[src/rtl/pipe_hazard_ctrl.sv]
// +--------------------------------------------------------------------------+
// | pipe_hazard_ctrl: stall/flush/redirect control for the 5-stage pipeline.  |
// | Optional event counters enabled by macro HAZARD_PERF_CNT_EN.              |
// | Rev 1.0                                                                   |
// +--------------------------------------------------------------------------+
`default_nettype none

module pipe_hazard_ctrl #(
  parameter int RESET_HOLD  = 2,
  parameter int MEM_TIMEOUT = 16
) (
  input  logic        clk,
  input  logic        reset,
  input  logic [4:0]  id_rs1,
  input  logic [4:0]  id_rs2,
  input  logic        id_uses_rs1,
  input  logic        id_uses_rs2,
  input  logic [4:0]  ex_rd,
  input  logic        ex_mem_read,
  input  logic        mem_redirect,
  input  logic [1:0]  mem_redirect_sel,
  input  logic        dmem_req,
  input  logic        dmem_ready,
  output logic [1:0]  pc_sel,
  output logic        pc_we,
  output logic        if_id_we,
  output logic        id_ex_we,
  output logic        ex_mem_we,
  output logic        mem_wb_we,
  output logic        if_id_flush,
  output logic        id_ex_flush,
  output logic        ex_mem_flush,
  output logic        mem_wb_flush,
  output logic        mem_timeout,
  output logic [31:0] stall_cycles,
  output logic [31:0] flush_events
);

  localparam logic [7:0] C_HOLD_LAST   = 8'(RESET_HOLD - 1);
  localparam logic [7:0] C_MEM_TIMEOUT = 8'(MEM_TIMEOUT);

  typedef enum logic [1:0] {
    ST_INIT     = 2'd0,
    ST_RUN      = 2'd1,
    ST_MEM_WAIT = 2'd2
  } state_t;

  state_t     r_state, w_state_nxt;
  logic [7:0] r_wcnt, w_wcnt_nxt;
  logic       r_mem_timeout, w_timeout_set;
  logic       w_mem_stall, w_wait_ready, w_load_use, w_run_rules;

  assign w_mem_stall  = dmem_req & ~dmem_ready;
  // A request withdrawn mid-wait releases the stall just like a ready.
  assign w_wait_ready = dmem_ready | ~dmem_req;
  assign w_load_use   = ex_mem_read && (ex_rd != 5'd0) &&
                        ((id_uses_rs1 && (id_rs1 == ex_rd)) ||
                         (id_uses_rs2 && (id_rs2 == ex_rd)));
  assign w_run_rules  = ((r_state == ST_RUN) && !w_mem_stall) ||
                        ((r_state == ST_MEM_WAIT) &&
                         (w_wait_ready || (r_wcnt >= C_MEM_TIMEOUT)));

  always_ff @(posedge clk or negedge reset) begin
    if (!reset) begin
      r_state       <= ST_INIT;
      r_wcnt        <= 8'd0;
      r_mem_timeout <= 1'b0;
    end else begin
      r_state       <= w_state_nxt;
      r_wcnt        <= w_wcnt_nxt;
      r_mem_timeout <= w_timeout_set;
    end
  end

  always_comb begin
    pc_sel        = 2'd0;
    pc_we         = 1'b1;
    if_id_we      = 1'b1;
    id_ex_we      = 1'b1;
    ex_mem_we     = 1'b1;
    mem_wb_we     = 1'b1;
    if_id_flush   = 1'b0;
    id_ex_flush   = 1'b0;
    ex_mem_flush  = 1'b0;
    mem_wb_flush  = 1'b0;
    w_state_nxt   = r_state;
    w_wcnt_nxt    = r_wcnt;
    w_timeout_set = 1'b0;

    case (r_state)
      ST_INIT: begin
        {pc_we, if_id_we, id_ex_we, ex_mem_we, mem_wb_we} = 5'b00000;
        {if_id_flush, id_ex_flush, ex_mem_flush, mem_wb_flush} = 4'b1111;
        if (r_wcnt >= C_HOLD_LAST) begin
          w_state_nxt = ST_RUN;
          w_wcnt_nxt  = 8'd0;
        end else begin
          w_wcnt_nxt  = r_wcnt + 8'd1;
        end
      end
      ST_RUN: begin
        if (w_mem_stall) begin
          {pc_we, if_id_we, id_ex_we, ex_mem_we, mem_wb_we} = 5'b00000;
          mem_wb_flush = 1'b1;
          w_state_nxt  = ST_MEM_WAIT;
          w_wcnt_nxt   = 8'd1;
        end
      end
      ST_MEM_WAIT: begin
        if (!w_run_rules) begin
          {pc_we, if_id_we, id_ex_we, ex_mem_we, mem_wb_we} = 5'b00000;
          mem_wb_flush = 1'b1;
          w_wcnt_nxt   = r_wcnt + 8'd1;
        end else begin
          w_state_nxt   = ST_RUN;
          w_wcnt_nxt    = 8'd0;
          w_timeout_set = ~w_wait_ready;
        end
      end
      default: begin
        w_state_nxt = ST_INIT;
        w_wcnt_nxt  = 8'd0;
      end
    endcase

    // Redirect outranks load-use: the dependent ID instruction is flushed anyway.
    if (w_run_rules) begin
      if (mem_redirect) begin
        pc_sel       = mem_redirect_sel;
        pc_we        = 1'b1;
        if_id_flush  = 1'b1;
        id_ex_flush  = 1'b1;
        ex_mem_flush = 1'b1;
      end else if (w_load_use) begin
        pc_we        = 1'b0;
        if_id_we     = 1'b0;
        id_ex_flush  = 1'b1;
      end
    end
  end

  assign mem_timeout = r_mem_timeout;

`ifdef HAZARD_PERF_CNT_EN
  logic [31:0] r_stall_cycles, r_flush_events;
  logic        w_stall_cycle, w_redirect_taken;

  assign w_stall_cycle    = (r_state != ST_INIT) && !pc_we;
  assign w_redirect_taken = w_run_rules && mem_redirect;

  always_ff @(posedge clk or negedge reset) begin
    if (!reset) begin
      r_stall_cycles <= 32'd0;
      r_flush_events <= 32'd0;
    end else begin
      if (w_stall_cycle)    r_stall_cycles <= r_stall_cycles + 32'd1;
      if (w_redirect_taken) r_flush_events <= r_flush_events + 32'd1;
    end
  end

  assign stall_cycles = r_stall_cycles;
  assign flush_events = r_flush_events;
`else
  assign stall_cycles = 32'd0;
  assign flush_events = 32'd0;
`endif

endmodule

`default_nettype wire

[config.mk]
export PLATFORM = sky130hd
export DESIGN_NAME = pipe_hazard_ctrl
export DESIGN_NICKNAME = d
export VERILOG_FILES = /design/src/rtl/pipe_hazard_ctrl.sv
export SDC_FILE = /design/constraint.sdc
export NUM_CORES = 1
export LEC_CHECK = 0
export ABC_AREA = 1
export BUFFER_PORTS_ARGS = -buffer_cell sky130_fd_sc_hd__buf_4
export CAP_MARGIN = 20
export CORE_ASPECT_RATIO = 1.2
export CORE_MARGIN = 8
export CORE_UTILIZATION = 37
export DETAILED_ROUTE_END_ITERATION = 8
export PLACE_DENSITY = 0.77
export SLEW_MARGIN = 20
export SYNTH_ARGS = -nofsm -noshare
export SYNTH_HDL_FRONTEND = slang
export SYNTH_SLANG_ARGS = --single-unit
export TNS_END_PERCENT = 10
[constraint.sdc]
create_clock -name clk -period 1.22 [get_ports clk]
set_input_delay 0.061 -clock clk [delete_from_list [all_inputs] [get_ports clk]]
set_output_delay 0.061 -clock clk [all_outputs]
set_load 0.02 [all_outputs]
-- After elaboration in Yosys (flattened, before gate mapping)
Cells that the tools add are included.
- input bits: 25
- ROM bits: 0
- logic and storage cells: 60
- bits in latches: 0
- memories kept: 0
- RAM bits: 0
- register bits: 11
- bitwise logic cells: 5
- $mul: 0
- eq/ne operators: 7
- magnitude comparators: 2
- $add $sub $neg: 1
- multiplexer cells: 29
- reduce and logical (&&, ||, !) cells: 13
- shifts and indexed selects: 0
- divide/modulo/power cells: 0
- operator list (kind ; number):
    $mux W8 ; 3
    $pmux W8 S3 ; 1
    $mux W1 ; 17
    $eq A5 B5 Y1 ; 2
    $mux W2 ; 5
    $add A8 B1 Y8 const B ; 1
    $ge A8 B1 Y1 const B ; 1
    $ge A8 B5 Y1 const B ; 1
    $logic_and A1 B1 Y1 ; 6
    $ne A2 B2 Y1 const B ; 3
    $pmux W1 S3 ; 2
    $pmux W2 S3 ; 1
    $reduce_bool A5 Y1 ; 1
    $logic_or A1 B1 Y1 ; 3
    $not A1 Y1 ; 3
    $reduce_and A3 Y1 ; 1
    $eq A2 B1 Y1 const B ; 1
    $eq A2 B2 Y1 const B ; 1
    $logic_not A2 Y1 ; 1
    $and A1 B1 Y1 ; 1
    $logic_not A1 Y1 ; 1
    $or A1 B1 Y1 ; 1

-- Depth between registers and ports, before layout
- word-level depth: 10
- gate-level depth with buffers: 9
- depth with buffers taken out: 9

-- Worst setup path after synthesis
Ideal clock, no wire load.
- path type: register to register
- from: reg r_wcnt[0]
- to: reg r_state[0]
- stages on the path, launching flop included: 8
- period minus slack after synthesis: 1.247 ns
- path buffers: 0
- setup slack: -0.027 ns
- data required time: 1.095 ns
- arrival time: 1.122 ns
- setup time: 0.125 ns
- cell sequence: dfrtp_1 > ha_1 > nor2_1 > nand3_1 > o21ai_4 > a21boi_4 > nand2_1 > nand2_1
- word-level cells in the longest chain between the ends: 6
- RTL lines (item ; RTL line ; source):
    start, declared ; 49 ; logic [7:0] r_wcnt, w_wcnt_nxt;
    start signal, assigned ; 70 ; r_wcnt <= w_wcnt_nxt;
    $ge A8 B5 Y1 ; 61 ; (w_wait_ready || (r_wcnt >= C_MEM_TIMEOUT)));
    $logic_or A1 B1 Y1 ; 61 ;
    $logic_and A1 B1 Y1 ; 60 ; ((r_state == ST_MEM_WAIT) &&
    $logic_or A1 B1 Y1 ; 59 ; assign w_run_rules = ((r_state == ST_RUN) && !w_mem_stall) ||
    $ne A2 B2 Y1 (no source line) ; -- ;
    $reduce_and A3 Y1 (no source line) * ; -- ;
    end signal, assigned ; 69 ; r_state <= w_state_nxt;
    end, declared ; 48 ; state_t r_state, w_state_nxt;
Mark *: on every way between the ends. The rest lies on a longest branch, timed or not.
A chain may end at the register's enable or synchronous reset.

-- Final worst setup path
- from: reg r_wcnt[4]
- to: out mem_wb_flush
- word-level cells in the longest chain between the ends: 6
- RTL lines (item ; RTL line ; source):
    $ge A8 B5 Y1 ; 61 ;
    $logic_or A1 B1 Y1 ; 61 ;
    $logic_and A1 B1 Y1 ; 60 ;
    $logic_or A1 B1 Y1 ; 59 ;
    $mux W1 ; 110 ; if (!w_run_rules) begin
    $pmux W1 S3 ; 90 ; case (r_state)
    end, declared ; 33 ; output logic mem_wb_flush,
No other way between the ends.

==> results.yml <==
status:
  status: "finished, violations left"
  failed_checks: "negative setup slack"
logic_synthesis:
  yosysSeqAreaShare_pct: 20.1
  synth.yosys.warnings: 0
  ys_ff_latch: 11
  ys_types: 18
  avgSynthCellArea_sq_um: 6.61
  synth_cells: 207
  netlist_area_sq_um: 1370
drt:
  drtIter0Drc: 36
  remaining_drc_errors: 0
  first_pass_iters: 4
  vias_per_cell: 3.92
  wire_per_inst_um: 10.5
  num_vias: 1142
  postRouteAntennaNets: 0
  routed_wl_um: 3060
sta:
  setup_slack_ps: -236
  fin_setup_tns_ps: -2530
  hold_viol: 0
  drv_slew: 0
  fin_crit_ps: 1460
  min_period_over_period_pct: 119
  setup_viol: 16
  max_freq_ghz: 0.687
  holdWs_ps: 111
  grt_setup_unrepaired: "yes"
  final.setup_skew_ps: 1.39
cells_and_area:
  fill_cells: 353
  drive_gt1_share_pct: 28.6
  num-nets-final: 281
  area_delta_synth_final_pct: 17.0
  antenna-diode-count: 0
  final_core_util_pct: 44.4
  layoutNonFillerInstCount: 291
clocking:
  root_buffer: "clkbuf_8"
  cts_tree: "yes"
  clkLatencyLatePin_ps: 250
  htree_num_levels: 1
  cts_sinks: 11
  cts.clk_slew.worst_paths_ps: 50
  cts_buffer_depth: 2
  cts_buffers: 3
worst_setup_path:
  crit_fanout: 4
  worstPathArrival_ps: 1390
  max_stage_delay_ps: 390
  worstPathRequired_ps: 1160
  start_kind: "flop"
  rr_worst_depth: 7
  regToRegSetupSlack_ps: -60
  critPathKind: "flop to output port"
  rr_startpoint: "r_wcnt[0]"
  worst_path_max_delay_cell: "dfrtp_1"
  crit_chain: "nor2_1, nand3_1, nand2_1, nand2_2, nand2_2, nand2_1, inv_1, buf_4"
  critPathCaptureType: "output port"
  reg2reg_to: "r_state[0]"
global_route:
  grt_pass1_vias: 1123
  antenna_found_initial: 0
  overflow: 0
  grt_max_degree: 12
  track_usage_pct: 9.34
  grt_pass1_wl_um: 4620
floorplanning:
  rows: 24
  die_y_um: 82.6
  io_pins: 101
  initial_core_util_pct: 38.0
  die_w_um: 71.5
  core_area_sq_um: 3600
  die_area_sq_um: 5910
placed_design:
  dp_cells: 283
  place.gp.congestion: 0.854
  io_buffers: 36
  dp_hpwl_um: 2610
  pre_cts_ws_ps: -112
power:
  vdd_drop_max_mv: 1.21
  p_per_area_nw_per_um2: 1690
  p_leak_nw: 0.992
min_path:
  min_from: "dmem_ready"
  min_path_cells: 3
  min_to: "r_state[0]"
  hold_class: "input port to flop"
run:
  cap_violations: 0
[cells in the final DEF, fill, tap and decap left out, types with 2 or more instances in the layout]
| cell type | n |
|---|---|
| inv_2 | 6 |
| nand2_1 | 44 |
| xor2_1 | 2 |
| nor2_2 | 3 |
| buf_4 | 38 |
| nand2_2 | 6 |
| o21ai_4 | 2 |
| o21ai_0 | 2 |
| ha_1 | 2 |
| nor2_1 | 20 |
| inv_1 | 24 |
| dfrtp_1 | 10 |
| nand3_2 | 3 |
| clkbuf_8 | 3 |
| conb_1 | 64 |
| nand3_1 | 7 |
| buf_6 | 6 |
[cells in the mapped netlist (all sizes together)]
cell type,instances,share of area [%]
buf,67,37
nand2,50,14
inv,30,8.2
nor2,24,7.0
dfrtp,11,20
nand3,10,3.7
o21ai,5,3.5
ha,3,2.7
xor2,2,1.3
a21boi,1,1.4
a21oi,1,0.37
conb,1,0.27
nand4,1,0.46
nor3,1,0.37
[power by group]
part | total [W] | switching, W | internal, W | leakage, nW
Sequential | 0.000481 | 0.0000568 | 0.000424 | 0.147
Clock | 0.000379 | 0.000154 | 0.000226 | 0.0255
Combinational | 0.00184 | 0.00110 | 0.000743 | 0.819
Total | 0.00270 | 0.00131 | 0.00139 | 0.992
[flip-flops by register name, summed over array words and instances (netlist names)]
signal and cells:
r_state 2, mem_timeout 1, r_wcnt 8
[cell families (layout without fill, tap and decap cells)]
| kind of cell | after synthesis | after routing | share of synthesized area, % |
|---|---|---|---|
| xor gates and xnor gates | 2 | 2 | 1.28 |
| and+or+nand+nor | 86 | 86 | 25.3 |
| adders and majority gates | 3 | 3 | 2.75 |
| buffers and inverters | 97 | 79 | 45.0 |
| AOI/OAI and AO/OA | 7 | 7 | 5.21 |
| DFF | 11 | 11 | 20.1 |
| other | 1 | 64 | 0.274 |
[stage by stage]
| step | cell area, sq um | total power, W |
|---|---|---|
| floorplan | 1610 | 0.00174 |
| global placement | 1460 | 0.00208 |
| detailed placement | 1460 | 0.00211 |
| CTS | 1570 | 0.00268 |
| global route | 1600 | 0.00291 |
| finish | 1600 | 0.00270 |
[repair_timing]
item / CTS / global route
endpoints found under the setup margin: 18 / 18
gates resized for setup: 15 / 6
pin swaps: 7 / 3
hold buffers: 1 / 0
gates cloned: 0 / 0
buffers inserted: 1 / 2
hold endpoints to repair: 11 / 0
[final cells by class]
type,instances,area (sq um),share of cell area (%)
clock buffers,3,41.3,2.58
clock inverters,1,5.00,0.313
flip-flops and latches,11,277,17.3
inverters,30,113,7.04
repair buffers,45,363,22.7
multi-input cells,162,753,47.1
well taps,39,48.8,3.05
[worst max-delay path: cells and delay by family, from the launching register on]
kind / cells / cell delay, ps
buffers and inverters: 2 / 200
DFF: 1 / 390
and+or+nand+nor: 6 / 560
[metal layers]
layer / wire length, um / global-route usage (%)
met1: 985 / 8.39
met5: 0 / 0
met3: 387 / 3.50
met4: 67 / 4.09
met2: 1620 / 18.4
[worst max-delay path by stage]
stage                    from           end  slack, ps  depth (start not counted)
finish              r_wcnt[4]  mem_wb_flush       -240                          8
global route        r_wcnt[4]  mem_wb_flush       -340                          8
CTS                 r_wcnt[5]  mem_wb_flush       -230                          8
detailed placement  r_wcnt[1]    r_state[0]       -110                          8
global placement    r_wcnt[0]    r_state[0]        -60                          7
floorplan           r_wcnt[0]    r_state[0]        -20                          7
Note: power is estimated with default switching activity, not from simulation.
